--- src/rtl/gb_lcd_pkg.sv ---
// Shared Game Boy LCD definitions: screen geometry, shade type, counter
// widths and the transmitter state encoding. The GB-to-VGA converter imports
// the same package so both sides agree on geometry and shade polarity.
package gb_lcd_pkg;

    // Screen geometry
    localparam int unsigned GB_W      = 160;
    localparam int unsigned GB_H      = 144;
    localparam int unsigned GB_PIXELS = 23040;

    // Counter and bus widths
    localparam int unsigned ADDR_W  = 15;
    localparam int unsigned CYC_W   = 12;
    localparam int unsigned LINE_W  = 8;
    localparam int unsigned X_W     = 8;
    localparam int unsigned SHADE_W = 2;

    // 2-bit shade: 0 white .. 3 black
    typedef logic [SHADE_W-1:0] shade_t;

    // Transmitter top-level state
    typedef enum logic {
        ST_IDLE = 1'b0,
        ST_RUN  = 1'b1
    } tx_state_t;

    // Panel data is driven inverted relative to the framebuffer shade
    function automatic shade_t shade_inv(input shade_t s);
        return ~s;
    endfunction

endpackage

--- src/rtl/gb_lcd_tx.sv ---
// Free-running Game Boy LCD transmitter.
// Fetches 160x144 2-bit pixels from a framebuffer (one-cycle read latency)
// and replays them on the original LCD bus: lcd_hsync falling edge samples
// pixel 0 of a line, each lcd_clk falling edge samples pixels 1..159, and
// lcd_vsync is high for the whole of line 0.
// Ports:
//   clk, rst_n      - clock, asynchronous active-low reset
//   enable          - frames may start; sampled only in IDLE and at frame end
//   pix_rd/pix_addr - framebuffer fetch strobe and address (y*160+x)
//   pix_data        - fetched shade, valid the cycle after pix_rd
//   lcd_clk/lcd_hsync/lcd_vsync/lcd_data - LCD bus
//   frame_done      - one-cycle pulse on the last cycle of a frame
module gb_lcd_tx
    import gb_lcd_pkg::*;
#(
    parameter int unsigned CLK_HALF  = 8,
    parameter int unsigned HS_CYC    = 16,
    parameter int unsigned LINE_CYC  = 2800,
    parameter int unsigned VIS_LINES = 144,
    parameter int unsigned TOT_LINES = 154
) (
    input  logic              clk,
    input  logic              rst_n,
    input  logic              enable,
    output logic              pix_rd,
    output logic [ADDR_W-1:0] pix_addr,
    input  logic [1:0]        pix_data,
    output logic              lcd_clk,
    output logic              lcd_hsync,
    output logic              lcd_vsync,
    output logic [1:0]        lcd_data,
    output logic              frame_done
);

    // Phase counter spans one lcd_clk period
    localparam int unsigned PH_W = $clog2(2 * CLK_HALF);

    localparam logic [CYC_W-1:0]  C_LAST    = CYC_W'(LINE_CYC - 1);
    localparam logic [CYC_W-1:0]  C_HS      = CYC_W'(HS_CYC);
    localparam logic [CYC_W-1:0]  C_UPD0    = CYC_W'(2);
    localparam logic [LINE_W-1:0] L_LAST    = LINE_W'(TOT_LINES - 1);
    localparam logic [LINE_W-1:0] L_VIS     = LINE_W'(VIS_LINES);
    localparam logic [X_W-1:0]    X_FIRST   = X_W'(1);
    localparam logic [X_W-1:0]    X_END     = X_W'(GB_W);
    localparam logic [PH_W-1:0]   PH_LAST   = PH_W'(2 * CLK_HALF - 1);
    localparam logic [PH_W-1:0]   PH_HALF   = PH_W'(CLK_HALF);
    localparam logic [PH_W-1:0]   PH_UPD    = PH_W'(2);
    localparam logic [ADDR_W-1:0] ADDR_STEP = ADDR_W'(GB_W);

    // Timing state
    tx_state_t         state_q, state_n;
    logic [CYC_W-1:0]  c_q, c_n;
    logic [LINE_W-1:0] line_q, line_n;
    logic [X_W-1:0]    x_q, x_n;
    logic [PH_W-1:0]   ph_q, ph_n;
    logic [ADDR_W-1:0] base_q, base_n;

    // Output values for the cycle being entered
    logic              run_n;
    logic              vis_n;
    logic              win_n;
    logic              rd_n;
    logic              upd_n;
    logic [ADDR_W-1:0] addr_n;
    logic              clk_n;
    logic              hs_n;
    logic              vs_n;
    logic              done_n;

    // Next-state: cycle/line counters, pixel index x and its lcd_clk phase.
    // x=0 is the hsync-sampled pixel; x=1..159 each own a 2*CLK_HALF window
    // starting at c=HS_CYC; x=160 means the line's pixels are exhausted.
    always_comb begin
        state_n = state_q;
        c_n     = c_q;
        line_n  = line_q;
        x_n     = x_q;
        ph_n    = ph_q;
        base_n  = base_q;
        case (state_q)
            ST_IDLE: begin
                if (enable) begin
                    state_n = ST_RUN;
                    c_n     = '0;
                    line_n  = '0;
                    x_n     = '0;
                    ph_n    = '0;
                    base_n  = '0;
                end
            end
            ST_RUN: begin
                if (c_q == C_LAST) begin
                    c_n  = '0;
                    x_n  = '0;
                    ph_n = '0;
                    if (line_q == L_LAST) begin
                        line_n = '0;
                        base_n = '0;
                        if (!enable) begin
                            state_n = ST_IDLE;
                        end
                    end else begin
                        line_n = line_q + 1'b1;
                        base_n = base_q + ADDR_STEP;
                    end
                end else begin
                    c_n = c_q + 1'b1;
                    if (c_n == C_HS) begin
                        x_n  = X_FIRST;
                        ph_n = '0;
                    end else if (x_q != '0 && x_q != X_END) begin
                        if (ph_q == PH_LAST) begin
                            ph_n = '0;
                            x_n  = x_q + 1'b1;
                        end else begin
                            ph_n = ph_q + 1'b1;
                        end
                    end
                end
            end
            default: state_n = ST_IDLE;
        endcase
    end

    // Output decode from the next state so registered outputs line up with c
    always_comb begin
        run_n  = (state_n == ST_RUN);
        vis_n  = run_n && (line_n < L_VIS);
        win_n  = (x_n != '0) && (x_n != X_END);
        rd_n   = vis_n && (((x_n == '0) && (c_n == '0)) || (win_n && (ph_n == '0)));
        upd_n  = vis_n && (((x_n == '0) && (c_n == C_UPD0)) || (win_n && (ph_n == PH_UPD)));
        addr_n = rd_n ? (base_n + ADDR_W'(x_n)) : '0;
        clk_n  = vis_n && win_n && (ph_n < PH_HALF);
        hs_n   = vis_n && (c_n < C_HS);
        vs_n   = run_n && (line_n == '0);
        done_n = run_n && (line_n == L_LAST) && (c_n == C_LAST);
    end

    // State and output registers
    always_ff @(posedge clk or negedge rst_n) begin
        if (!rst_n) begin
            state_q    <= ST_IDLE;
            c_q        <= '0;
            line_q     <= '0;
            x_q        <= '0;
            ph_q       <= '0;
            base_q     <= '0;
            pix_rd     <= 1'b0;
            pix_addr   <= '0;
            lcd_clk    <= 1'b0;
            lcd_hsync  <= 1'b0;
            lcd_vsync  <= 1'b0;
            lcd_data   <= '0;
            frame_done <= 1'b0;
        end else begin
            state_q    <= state_n;
            c_q        <= c_n;
            line_q     <= line_n;
            x_q        <= x_n;
            ph_q       <= ph_n;
            base_q     <= base_n;
            pix_rd     <= rd_n;
            pix_addr   <= addr_n;
            lcd_clk    <= clk_n;
            lcd_hsync  <= hs_n;
            lcd_vsync  <= vs_n;
            frame_done <= done_n;
            // Blank lines and IDLE force data low; otherwise hold between updates
            if (!vis_n) begin
                lcd_data <= '0;
            end else if (upd_n) begin
                lcd_data <= shade_inv(pix_data);
            end
        end
    end

endmodule
--- config.mk ---
export PLATFORM = sky130hd
export DESIGN_NAME = gb_lcd_tx
export DESIGN_NICKNAME = d
export VERILOG_FILES = /design/src/rtl/gb_lcd_pkg.sv /design/src/rtl/gb_lcd_tx.sv
export SDC_FILE = /design/constraint.sdc
export NUM_CORES = 1
export LEC_CHECK = 0
export BUFFER_PORTS_ARGS = -buffer_cell sky130_fd_sc_hd__buf_2
export CORE_MARGIN = 8
export CORE_UTILIZATION = 40
export CTS_BUF_LIST = sky130_fd_sc_hd__clkbuf_2
export CTS_CLUSTER_DIAMETER = 200
export DETAILED_ROUTE_END_ITERATION = 10
export HOLD_SLACK_MARGIN = 0.1
export PLACE_DENSITY = 0.62
export REMOVE_ABC_BUFFERS = 1
export SYNTH_ARGS = -nofsm -noshare
export SYNTH_HDL_FRONTEND = slang
export SYNTH_SLANG_ARGS = --single-unit
--- constraint.sdc ---
create_clock -name clk -period 4.5 [get_ports clk]
set_input_delay 0.675 -clock clk [delete_from_list [all_inputs] [get_ports clk]]
set_output_delay 0.675 -clock clk [all_outputs]
set_load 0.01 [all_outputs]
Word-level counts from Yosys, hierarchy flattened
Cells that the tools add are included.
{"block": "classes", "n_addsub": 6, "n_lt_le_gt_ge": 3, "eq_ne": 11, "muxes": 30, "bitwise": 2, "n_reduce_logical": 23}
{"operator": "8-bit two-way mux", "count": 8}
{"operator": "15-bit two-way mux", "count": 4}
{"operator": "8-bit case mux with 2 select lines", "count": 2}
{"operator": "15-bit case mux with 2 select lines", "count": 1}
{"operator": "12-bit == test, second input constant", "count": 2}
{"operator": "12-bit two-way mux", "count": 2}
{"operator": "12-bit case mux with 2 select lines", "count": 1}
{"operator": "4-bit two-way mux", "count": 5}
{"operator": "8-bit by 1-bit adder with 8-bit output, second input constant", "count": 2}
{"operator": "8-bit == test, second input constant", "count": 2}
{"operator": "8-bit zero test", "count": 2}
{"operator": "8-bit != test, second input constant", "count": 2}
{"operator": "8-bit nonzero test", "count": 2}
{"operator": "15-bit by 8-bit adder with 15-bit output", "count": 1}
{"operator": "15-bit by 8-bit adder with 15-bit output, second input constant", "count": 1}
{"operator": "1-bit logical AND", "count": 15}
{"operator": "12-bit by 1-bit adder with 12-bit output, second input constant", "count": 1}
{"operator": "12-bit by 2-bit == test with 1-bit output, second input constant", "count": 1}
{"operator": "12-bit by 5-bit == test with 1-bit output, second input constant", "count": 1}
{"operator": "12-bit zero test", "count": 1}
{"operator": "12-bit by 5-bit < comparator with 1-bit output, second input constant", "count": 1}
{"operator": "8-bit < comparator, second input constant", "count": 1}
{"operator": "4-bit case mux with 2 select lines", "count": 1}
{"operator": "4-bit by 1-bit adder with 4-bit output, second input constant", "count": 1}
{"operator": "11 further kinds", "count": 15}
{"block": "word_totals", "register_bits": 70, "out_inout_bits": 22, "wordCells": 88}

Depth between registers and ports, before layout
Gate-level depths: netlist (run 1).
{"block": "logic_depth", "ltp_word": 13, "depth_mapped": 21, "mapped_depth_nobuf": 20}

Worst setup path before layout (run 1)
No wires, ideal clock.
{"block": "synth_timing", "path_kind": "register to register", "startpoint": "register c_q[0]", "endpoint": "register pix_addr[14]", "setup_time_ns": 0.120, "t_arrival_ns": 3.542, "required_ns": 4.380, "setup_slack_ns": 0.838, "stages_incl_launch_ff": 18, "n_path_buf": 2, "period_less_slack_ns": 3.662, "path_cell_list": "dfrtp_1 buf_2 a211o_1 a2111oi_2 and4_1 buf_2 nor2_1 a32o_1 fa_1 a21oi_1 nor2_1 nor2_1 o21bai_1 a21oi_1 o21ai_0 nand4_1 xor2_1 nor2_1"}
{"block": "synth_via", "elab_chain_cells": 11}
{"element": "from (decl)", "line_no": "gb_lcd_tx.sv:52", "text": "logic [CYC_W-1:0] c_q, c_n;"}
{"element": "from (signal assigned)", "line_no": "gb_lcd_tx.sv:157", "text": "c_q <= c_n;"}
{"element": "12-bit by 1-bit adder with 12-bit output", "line_no": "gb_lcd_tx.sv:107", "text": "c_n = c_q + 1'b1;"}
{"element": "12-bit by 5-bit == test with 1-bit output", "line_no": "gb_lcd_tx.sv:108", "text": "if (c_n == C_HS) begin"}
{"element": "8-bit two-way mux", "line_no": "gb_lcd_tx.sv:108"}
{"element": "8-bit two-way mux (*)", "line_no": "gb_lcd_tx.sv:92", "text": "if (c_q == C_LAST) begin"}
{"element": "8-bit case mux with 2 select lines (*)", "line_no": "gb_lcd_tx.sv:80", "text": "case (state_q)"}
{"element": "via x_n[1]", "line_no": "gb_lcd_tx.sv:54", "text": "logic [X_W-1:0] x_q, x_n;"}
{"element": "branches (longest 5 deep; another with 15-bit by 8-bit adder with 15-bit output)"}
{"element": "15-bit two-way mux (*)", "line_no": "gb_lcd_tx.sv:132", "text": "addr_n = rd_n ? (base_n + ADDR_W'(x_n)) : '0;"}
{"element": "via addr_n[14]", "line_no": "gb_lcd_tx.sv:64", "text": "logic [ADDR_W-1:0] addr_n;"}
{"element": "to (signal assigned)", "line_no": "gb_lcd_tx.sv:163", "text": "pix_addr <= addr_n;"}
{"element": "to (decl)", "line_no": "gb_lcd_tx.sv:26", "text": "output logic [ADDR_W-1:0] pix_addr,"}
Mark *: on every way through the listed nets, which the timed path passes.
A chain may end at the register's enable or synchronous reset.

Worst setup path after layout (run 1)
{"block": "layout_timing", "startpoint": "register c_q[6]", "endpoint": "register pix_addr[14]"}
The elaborated chain is that of the path after synthesis.

==> impl_metrics.py, run 1 <==
metrics = {
    "pwr": {
        "finalPower_mw": 1.933,
        "peakVddDrop_mv": 0.2845,
        "p_int_mw": 1.152,
        "power_leakage_nw": 2.203,
        "power_frac_clock_pct": 18.5,
        "comb_power_share_pct": 34.9,
        "power_density_nw_per_um2": 396.3,
        "power_frac_seq_pct": 46.6,
        "p_switching_mw": 0.7817,
        "switching_share_pct": 40.43,
    },
    "die": {
        "io_pins": 27,
        "dieArea_um2": 14880,
        "num_rows": 38,
        "die_w_um": 122.0,
        "initial_core_util_pct": 41.25,
        "die_h_um": 122.0,
        "core_um2": 10890,
    },
    "hold_path": {
        "hold_class": "in2async",
    },
    "detailed_routing": {
        "drc_errors": 0,
        "drt-initial-drc-count": 408,
        "avgViaCountPerCell": 5.936,
        "wl_per_cell_um": 16.77,
        "ant_nets": 0,
        "wirelength_mm": 11.25,
        "drt_pass1_iterations": 5,
        "vias": 3983,
    },
    "critical_path": {
        "crit_path_end_kind": "flip-flop",
        "crit_type": "reg2reg",
        "worstSetupStartpointType": "flip-flop",
        "cp_max_fo": 10,
        "cp.required_ns": 4.96,
        "crit_arrival_ns": 4.56,
    },
    "final_layout": {
        "layout-drive-gt1-share_pct": 15.82,
        "final_cell_mix": "dfrtp_1, nand2_1, o21ai_0",
        "fillers": 1053,
        "final_cell_area_um2": 4878,
        "areaGrowthSynthToFinish_pct": 8.607,
        "antenna_cells": 0,
        "layout.nets": 548,
        "layout_commonest_cell": "dfrtp_1",
    },
    "yosys": {
        "ys.warnings.count": 0,
        "synth_area_per_cell_um2": 8.877,
        "synth_edf_count": 0,
        "synth_area_um2": 4492,
        "synth_flop_cell": "dfrtp_1",
        "synthTopCellsByArea": "dfrtp_1, o21ai_0, ha_1, nand2_1, nor2_1",
        "ys_types": 70,
        "ys_seq_area_share_pct": 39.00,
        "async_reset_ff_share_pct": 100.0,
        "synth_top_area_share_pct": 39.00,
        "synth.largest_area_cell": "dfrtp_1",
        "synthCells": 506,
        "yosys_register_bits": 70,
    },
    "global_routing": {
        "grt_max_degree": 38,
        "grt_usage_pct": 15.66,
        "overflow": 0,
        "grt_first_pass_wirelength_mm": 18.89,
        "antenna_found_initial": 0,
        "grt_pass1_vias": 3798,
    },
    "clock_tree": {
        "numCtsBuffers": 9,
        "ctsHoldBuffers": 0,
        "cts_tree": "built",
        "cts_resized": 0,
        "clkTransAtPathRegs_ns": 0.20,
        "clock_path_buffers": 2,
        "clock_latency_ns": 0.55,
        "htree_levels": 3,
        "root_buffer": "clkbuf_2",
        "clock-sinks": 70,
        "post_cts_buffers": 0,
    },
    "timing": {
        "fin_skew_ns": 0.02136,
        "worstMarginPinSlew_ns": 0.8432,
        "tns_ns": 0,
        "fin_crit_sh_pct": 91.17,
        "finalHoldViolCount": 0,
        "setup_viol": 0,
        "rsz0062_at_grt": "false",
        "slew_headroom_pct": 43.79,
        "drv_slew": 0,
        "min_period_ns": 4.103,
        "fmax_mhz": 243.8,
    },
    "placed_design": {
        "gp_congestion": 0.9387,
        "placed_area_um2": 4753,
        "place_hpwl_mm": 8.276,
        "io_buffers": 26,
    },
    "job": {
        "drv_cap": 0,
    },
    "run_status": {
        "status": "finished, final reports clean",
    },
}
-- flip-flops by register name (all words and copies together), names as in the netlist --
| name | count |
|---|---|
| ph_q | 4 |
| lcd_hsync | 1 |
| line_q | 8 |
| c_q | 12 |
| lcd_clk | 1 |
| pix_addr | 15 |
| base_q | 15 |
| frame_done | 1 |
| pix_rd | 1 |
| x_q | 8 |
| state_q | 1 |
| lcd_vsync | 1 |
| lcd_data | 2 |
-- through the flow --
stage	std cells	utilization, %	hold slack [ns]	worst slack, ns
3_3_place_gp	656	43.66	0.4697	0.3997
2_1_floorplan	478	-	0.3794	0.6364
5_1_grt	671	44.81	0.2119	0.05458
4_1_cts	671	44.61	0.1771	0.2639
3_5_place_dp	656	43.66	0.4743	0.2714
6_report	671	44.81	0.1953	0.3975
-- path summary, 6_finish.rpt --
check	start	endpoint	slack, ns	depth (start not counted)
worst max-delay path	c_q[6]	pix_addr[14]	0.40	17
worst min-delay path	rst_n	base_q[13]	0.20	1
worst max register to register	c_q[6]	pix_addr[14]	0.40	17
worst min register to register	base_q[2]	base_q[2]	0.51	1
max in group asynchronous	rst_n	base_q[3]	3.33	2
min in group clk	pix_data[1]	lcd_data[1]	0.28	2
-- power by group through the flow --
| stage | Sequential (mW) | Clock [mW] | Combinational, mW |
|---|---|---|---|
| after global placement | 0.908 | 0 | 0.656 |
| final | 0.901 | 0.358 | 0.674 |
| after CTS | 0.897 | 0.375 | 0.672 |
| after detailed placement | 0.909 | 0 | 0.668 |
| after floorplan | 0.891 | 0 | 0.475 |
| after global routing | 0.924 | 0.402 | 0.752 |
-- metal layers --
layer	routed length, µm	GRT usage [%]	part of all wire, %	vias up
li1	-	-	-	1917
met1	5144	20.20	46	1939
met2	5422	25.04	48	111
met3	539	3.748	4.8	16
met4	146	5.551	1.3	0
met5	0	0	0	-
-- worst max-delay path: stages (launching register included) --
cell and delay, ns:
dfrtp_1 0.62, and4_1 0.29, nand3_1 0.17, o31ai_2 0.35
nand4_2 0.25, nand2_1 0.23, o21ai_0 0.11, a32o_1 0.27
fa_1 0.49, a21oi_1 0.17, nor2_1 0.05, nor2_1 0.16
o21bai_1 0.10, a21oi_1 0.25, o21ai_1 0.19, nand4_1 0.14
xor2_1 0.14, nor2_1 0.05
-- logic make-up after synthesis --
group / Yosys count / share of synthesized area, %
xor gates and xnor gates: 22 / 4.290
adders and majority gates: 16 / 4.624
AOI/OAI and AO/OA: 146 / 22.20
DFF: 70 / 39.00
muxes: 3 / 0.6686
buffers and inverters: 48 / 4.652
and+or+nand+nor: 201 / 24.57
-- cells in the mapped netlist (4+ instances only) --
cell type	number
dfrtp_1	70
nand2_1	45
o21ai_0	41
nor2_1	36
a21oi_1	26
nand3_1	26
inv_1	18
clkbuf_1	15
ha_1	15
and3_1	13
nand4_1	13
xor2_1	13
o31ai_1	11
a22o_1	9
and2_1	9
nor3_1	9
xnor2_1	9
buf_2	8
nor4_1	8
a21o_1	7
nor2_2	7
or3_1	7
a31oi_1	6
o22ai_1	5
nor2b_1	4
o211ai_1	4
o21bai_1	4
o41ai_1	4
-- area by class of cell --
cell class	instances	area, µm²	share of cell area (%)
Inverter	20	75.07	1.539
Clock inverter	4	48.80	1.000
Tap cell	140	175.2	3.591
Sequential cell	70	1754	35.96
Timing Repair Buffer	38	220.2	4.514
Clock buffer	11	55.05	1.128
Multi-Input combinational cell	388	2550	52.27
(Power assumes the default switching activity.)
==> inputs of run 2 (changes only) <==
==> constraint.sdc (replaced) <==
create_clock -name clk -period 4.5 [get_ports clk]
set_input_delay 0.9 -clock clk [delete_from_list [all_inputs] [get_ports clk]]
set_output_delay 0.9 -clock clk [all_outputs]
set_load 0.01 [all_outputs]
==> impl_metrics.py, run 2 (same netlist as run 1, synthesis figures left out) <==
metrics = {
    "final_layout": {
        "layout.nets": 551,
        "layout_commonest_cell": "dfrtp_1",
        "areaGrowthSynthToFinish_pct": 8.524,
        "layout-drive-gt1-share_pct": 16.07,
        "fillers": 1050,
        "antenna_cells": 0,
        "top_regs": "base_q (15), pix_addr (15), c_q (12)",
        "final_util_pct": 44.77,
        "final_cell_mix": "dfrtp_1, nand2_1, o21ai_0",
    },
    "placed_design": {
        "gp_congestion": 0.9097,
        "place_hpwl_mm": 8.417,
        "place_worst_setup_slack_ns": 0.2845,
        "io_buffers": 26,
    },
    "timing": {
        "worstMarginPinSlew_ns": 0.7405,
        "drv_slew": 0,
        "fin_crit_sh_pct": 92.32,
        "rsz0062_at_grt": "false",
        "fmax_mhz": 240.7,
        "fin_skew_ns": 0.01788,
        "finalHoldViolCount": 0,
        "min_period_ns": 4.154,
        "tns_ns": 0,
        "slew_headroom_pct": 50.45,
        "hold-worst-slack_ns": 0.3144,
        "layout_setup_ws_ns": 0.3457,
        "setup_viol": 0,
    },
    "global_routing": {
        "grt_max_degree": 46,
        "grt_first_pass_wirelength_mm": 19.32,
        "use_met1_pct": 20.82,
        "grt_util_met3_pct": 3.471,
        "antenna_found_initial": 0,
        "top_usage_layer": "met2",
        "overflow": 0,
        "grt_usage_pct": 15.98,
        "grt_pass1_vias": 3899,
        "grt_use_met2_pct": 26.00,
    },
    "clock_tree": {
        "cts_tree": "built",
        "clkTransAtPathRegs_ns": 0.22,
        "clock_latency_ns": 0.54,
        "root_buffer": "clkbuf_2",
        "ctsHoldBuffers": 0,
        "numCtsBuffers": 9,
        "clock-sinks": 70,
        "htree_levels": 3,
        "clock_path_buffers": 2,
    },
    "critical_path": {
        "worstSetupStartpointType": "flip-flop",
        "cp.required_ns": 4.96,
        "crit_type": "reg2reg",
        "cp_max_fo": 10,
        "crit_arrival_ns": 4.61,
        "crit_path_end_kind": "flip-flop",
        "r2r_slack_ns": 0.35,
    },
    "pwr": {
        "peakVddDrop_mv": 0.2346,
        "power_leakage_nw": 2.187,
        "power_density_nw_per_um2": 393.2,
        "comb_power_share_pct": 35.5,
        "p_switching_mw": 0.8187,
        "power_frac_seq_pct": 46.9,
        "finalPower_mw": 1.917,
        "power_frac_clock_pct": 17.6,
        "switching_share_pct": 42.71,
        "p_int_mw": 1.098,
    },
    "die": {
        "dieArea_um2": 14880,
        "die_h_um": 122.0,
        "initial_core_util_pct": 41.25,
        "io_pins": 27,
        "num_rows": 38,
        "core_um2": 10890,
        "die_w_um": 122.0,
    },
    "detailed_routing": {
        "vias": 4005,
        "wirelength_mm": 11.58,
        "wl_per_cell_um": 17.16,
        "drc_errors": 0,
        "ant_nets": 0,
        "drt-initial-drc-count": 343,
        "avgViaCountPerCell": 5.933,
        "drt_pass1_iterations": 5,
    },
    "job": {
        "drv_cap": 0,
    },
    "run_status": {
        "status": "finished, final reports clean",
    },
    "hold_path": {
        "hold_class": "in2async",
    },
}
-- run 2: changes by cell type in the layout (fill, tap and decap cells not counted), sizes merged --
cell / change
bufinv: -1
clkbuf: -2
clkinv: -1
inv: +2
buf: +3
clkinvlp: +3
-- run 2: layer usage --
metal  part of all wire [%]  vias to the layer above
li1                       -                     1914
met1                     45                     1964
met2                     48                      110
met3                    5.0                       17
met4                    1.9                        0
met5                      0                        -
-- run 2: critical path, cell delays in order (launching register included) --
cell	delay [ns]
dfrtp_1	0.55
a211o_1	0.33
a2111oi_2	0.51
nand4_2	0.28
nand2_1	0.23
o21ai_0	0.12
a32o_1	0.26
ha_1	0.30
a21o_1	0.12
a21oi_1	0.09
o21bai_1	0.14
a21oi_1	0.14
o21a_1	0.20
nor3_1	0.41
nand3_1	0.15
xor2_1	0.20
nor2_2	0.04
-- run 2: layout make-up --
| cell class | count | area, µm² | share of cell area [%] |
|---|---|---|---|
| clock buffers | 9 | 45.04 | 0.9240 |
| clock inverters | 7 | 48.80 | 1.001 |
| inverters | 20 | 75.07 | 1.540 |
| multi-input cells | 388 | 2534 | 51.98 |
| flip-flops and latches | 70 | 1754 | 35.99 |
| well taps | 140 | 175.2 | 3.593 |
| repair buffers | 41 | 242.7 | 4.979 |
-- run 2: through the flow --
| stage | std cells | area, µm² |
|---|---|---|
| 2_1_floorplan | 478 | 4358 |
| 3_3_place_gp | 659 | 4776 |
| 3_5_place_dp | 659 | 4776 |
| 4_1_cts | 675 | 4870 |
| 5_1_grt | 675 | 4875 |
| 6_report | 675 | 4875 |
-- run 2: worst paths after layout --
check                       startpoint      endpoint  cells after the start
max                             c_q[3]  pix_addr[11]                     16
min                              rst_n     line_q[7]                      1
max reg2reg                     c_q[3]  pix_addr[11]                     16
min reg2reg                  base_q[0]     base_q[0]                      1
max in group asynchronous        rst_n        c_q[1]                      2
min in group clk           pix_data[0]   lcd_data[0]                      2
-- run 2: power by group through the flow --
stage          registers, mW  logic (mW)  clock network (mW)
2_1_floorplan          0.891       0.475                   0
3_3_place_gp           0.899       0.671                   0
3_5_place_dp           0.907       0.678                   0
4_1_cts                0.894       0.683               0.348
5_1_grt                0.922       0.764               0.377
6_report               0.899       0.681               0.337
-- run 2: timing repair --
action,in CTS,in global routing
endpoints found under the setup margin,0,8
resized for setup,0,4
setup buffers,0,0
==> inputs of run 3 (changes only) <==
==> config.mk (replaced) <==
export PLATFORM = sky130hd
export DESIGN_NAME = gb_lcd_tx
export DESIGN_NICKNAME = d
export VERILOG_FILES = /design/src/rtl/gb_lcd_pkg.sv /design/src/rtl/gb_lcd_tx.sv
export SDC_FILE = /design/constraint.sdc
export NUM_CORES = 1
export LEC_CHECK = 0
export CORE_MARGIN = 8
export CORE_UTILIZATION = 40
export CTS_BUF_LIST = sky130_fd_sc_hd__clkbuf_2
export CTS_CLUSTER_DIAMETER = 200
export DETAILED_ROUTE_END_ITERATION = 10
export DONT_BUFFER_PORTS = 1
export HOLD_SLACK_MARGIN = 0.1
export PLACE_DENSITY = 0.6
export SYNTH_ARGS = -nofsm -noshare
export SYNTH_HDL_FRONTEND = slang
export SYNTH_SLANG_ARGS = --single-unit
==> impl_metrics.py, run 3 (same netlist as run 1, synthesis figures left out) <==
metrics = {
    "clock_tree": {
        "numCtsBuffers": 9,
        "cts_tree": "built",
        "root_buffer": "clkbuf_2",
        "clkTransAtPathRegs_ns": 0.23,
        "htree_levels": 3,
        "clock_latency_ns": 0.58,
        "clock_path_buffers": 2,
        "clock-sinks": 70,
    },
    "timing": {
        "min_period_ns": 4.111,
        "setup_viol": 0,
        "worstMarginPinSlew_ns": 0.6166,
        "hold-worst-slack_ns": 0.1284,
        "fin_skew_ns": 0.02409,
        "finalHoldViolCount": 0,
        "fin_crit_sh_pct": 91.36,
        "drv_slew": 0,
        "tns_ns": 0,
        "slew_headroom_pct": 58.35,
        "fmax_mhz": 243.2,
    },
    "critical_path": {
        "r2r_slack_ns": 0.39,
        "cpMaxStageDelayCell": "dfrtp_2",
        "crit_top_cell": "nor2_1",
        "slowest_delay_ns": 0.50,
        "r2r_end": "pix_addr[14]",
        "endpoint": "pix_addr[14]",
        "crit_type": "reg2reg",
        "worstSetupPathDepth": 17,
        "worstSetupStartpointType": "flip-flop",
        "startpoint": "c_q[0]",
        "crit_arrival_ns": 4.59,
        "r2r_cells": 17,
        "cp_max_fo": 10,
        "crit_path_end_kind": "flip-flop",
        "crit_family": "compound AO/OA/AOI/OAI gates",
        "reg2reg_from": "c_q[0]",
        "critical_path.n_buffers_inverters": 0,
        "path_cells": "ha_1 > nand3_2 > o41ai_4 > nand4_2 > nand2_1 > o21ai_0 > a32o_1 > fa_1 > a21oi_1 > nor2_1 > nor2_1 > o21bai_1 > a21oi_1 > o21ai_0 > nand4_1 > xor2_1 > nor2_1",
        "cp.required_ns": 4.98,
    },
    "detailed_routing": {
        "drt-initial-drc-count": 226,
        "wirelength_mm": 11.41,
        "drc_errors": 0,
        "vias": 3856,
        "avgViaCountPerCell": 5.969,
        "wl_per_cell_um": 17.66,
        "ant_nets": 0,
        "drt_pass1_iterations": 5,
    },
    "die": {
        "io_pins": 27,
        "num_rows": 38,
        "die_h_um": 122.0,
        "core_um2": 10890,
        "die_w_um": 122.0,
        "initial_core_util_pct": 41.25,
        "dieArea_um2": 14880,
    },
    "pwr": {
        "finalPower_mw": 1.965,
        "power_leakage_nw": 2.084,
        "power_density_nw_per_um2": 410.0,
        "peakVddDrop_mv": 0.1431,
    },
    "global_routing": {
        "antenna_found_initial": 0,
        "grt_pass1_vias": 3742,
        "grt_usage_pct": 16.13,
        "overflow": 0,
        "grt_first_pass_wirelength_mm": 19.29,
        "grt_max_degree": 71,
    },
    "final_layout": {
        "antenna_cells": 0,
        "fillers": 1069,
        "multiInputGateArea_um2": 2552,
        "top_regs": "base_q (15), pix_addr (15), c_q (12)",
        "layout_commonest_cell": "dfrtp_1",
        "layout-drive-gt1-share_pct": 11.86,
        "regArea_um2": 1755,
        "areaGrowthSynthToFinish_pct": 6.685,
        "final_cell_mix": "dfrtp_1, nand2_1, o21ai_0",
        "final_util_pct": 44.01,
        "layout.nets": 522,
        "fin_cells": 646,
    },
    "hold_path": {
        "hold_class": "in2async",
    },
    "job": {
        "drv_cap": 0,
    },
    "yosys": {
        "syn_nets": 527,
    },
    "placed_design": {
        "place_inst": 629,
        "place_hpwl_mm": 8.098,
        "io_buffers": 0,
        "gp_congestion": 0.9292,
    },
    "run_status": {
        "status": "finished, final reports clean",
    },
}
[run 3: cell types whose count changed in the layout (fill, tap and decap cells not counted), sizes merged]
cell,previous run,this run
buf,41,12
bufinv,0,1
clkinv,2,3
clkinvlp,3,0
inv,22,23
[run 3: final cells by class]
type                    count  area share [%]
clock buffers               9          0.9399
clock inverters             7           1.645
inverters                  20           1.567
multi-input cells         388           53.26
flip-flops and latches     70           36.63
well taps                 140           3.655
repair buffers             12           2.298
[run 3: stage by stage]
step | setup slack [ns] | instance area [µm²]
2_1_floorplan | 0.8378 | 4492
4_1_cts | 0.2153 | 4767
6_report | 0.3889 | 4792
3_3_place_gp | 0.4241 | 4616
3_5_place_dp | 0.2401 | 4616
5_1_grt | -0.001543 | 4792
[run 3: routing by layer]
layer | vias to the layer above | GRT usage, % | share of wire, % | wire length (µm)
li1 | 1856 | - | - | -
met1 | 1895 | 20.73 | 46 | 5213
met2 | 85 | 25.56 | 47 | 5411
met3 | 20 | 4.304 | 5.0 | 570
met4 | 0 | 5.783 | 1.9 | 213
met5 | - | 0 | 0 | 0
[run 3: how the worst min path moves through the flow]
stage / from / to / slack, ns / depth (start not counted)
2_1_floorplan: base_q[0] / base_q[0] / 0.45 / 1
3_3_place_gp: base_q[0] / base_q[0] / 0.47 / 1
3_5_place_dp: base_q[4] / base_q[4] / 0.48 / 1
4_1_cts: rst_n / ph_q[0] / 0.17 / 1
5_1_grt: rst_n / ph_q[0] / 0.12 / 1
6_report: rst_n / ph_q[0] / 0.13 / 1
[run 3: timing repair]
| action | 4_1_cts | 5_1_grt |
|---|---|---|
| gates resized for setup | 0 | 7 |
| hold endpoints to repair | 70 | 0 |
| setup endpoints to repair | 0 | 7 |
| hold buffers | 1 | 0 |
| setup buffers | 0 | 0 |
[run 3: power breakdown]
group	internal (mW)	leakage [nW]	switching (mW)
sequential	0.741	0.904	0.195
clock	0.136	0.0773	0.270
combinational	0.263	1.10	0.360
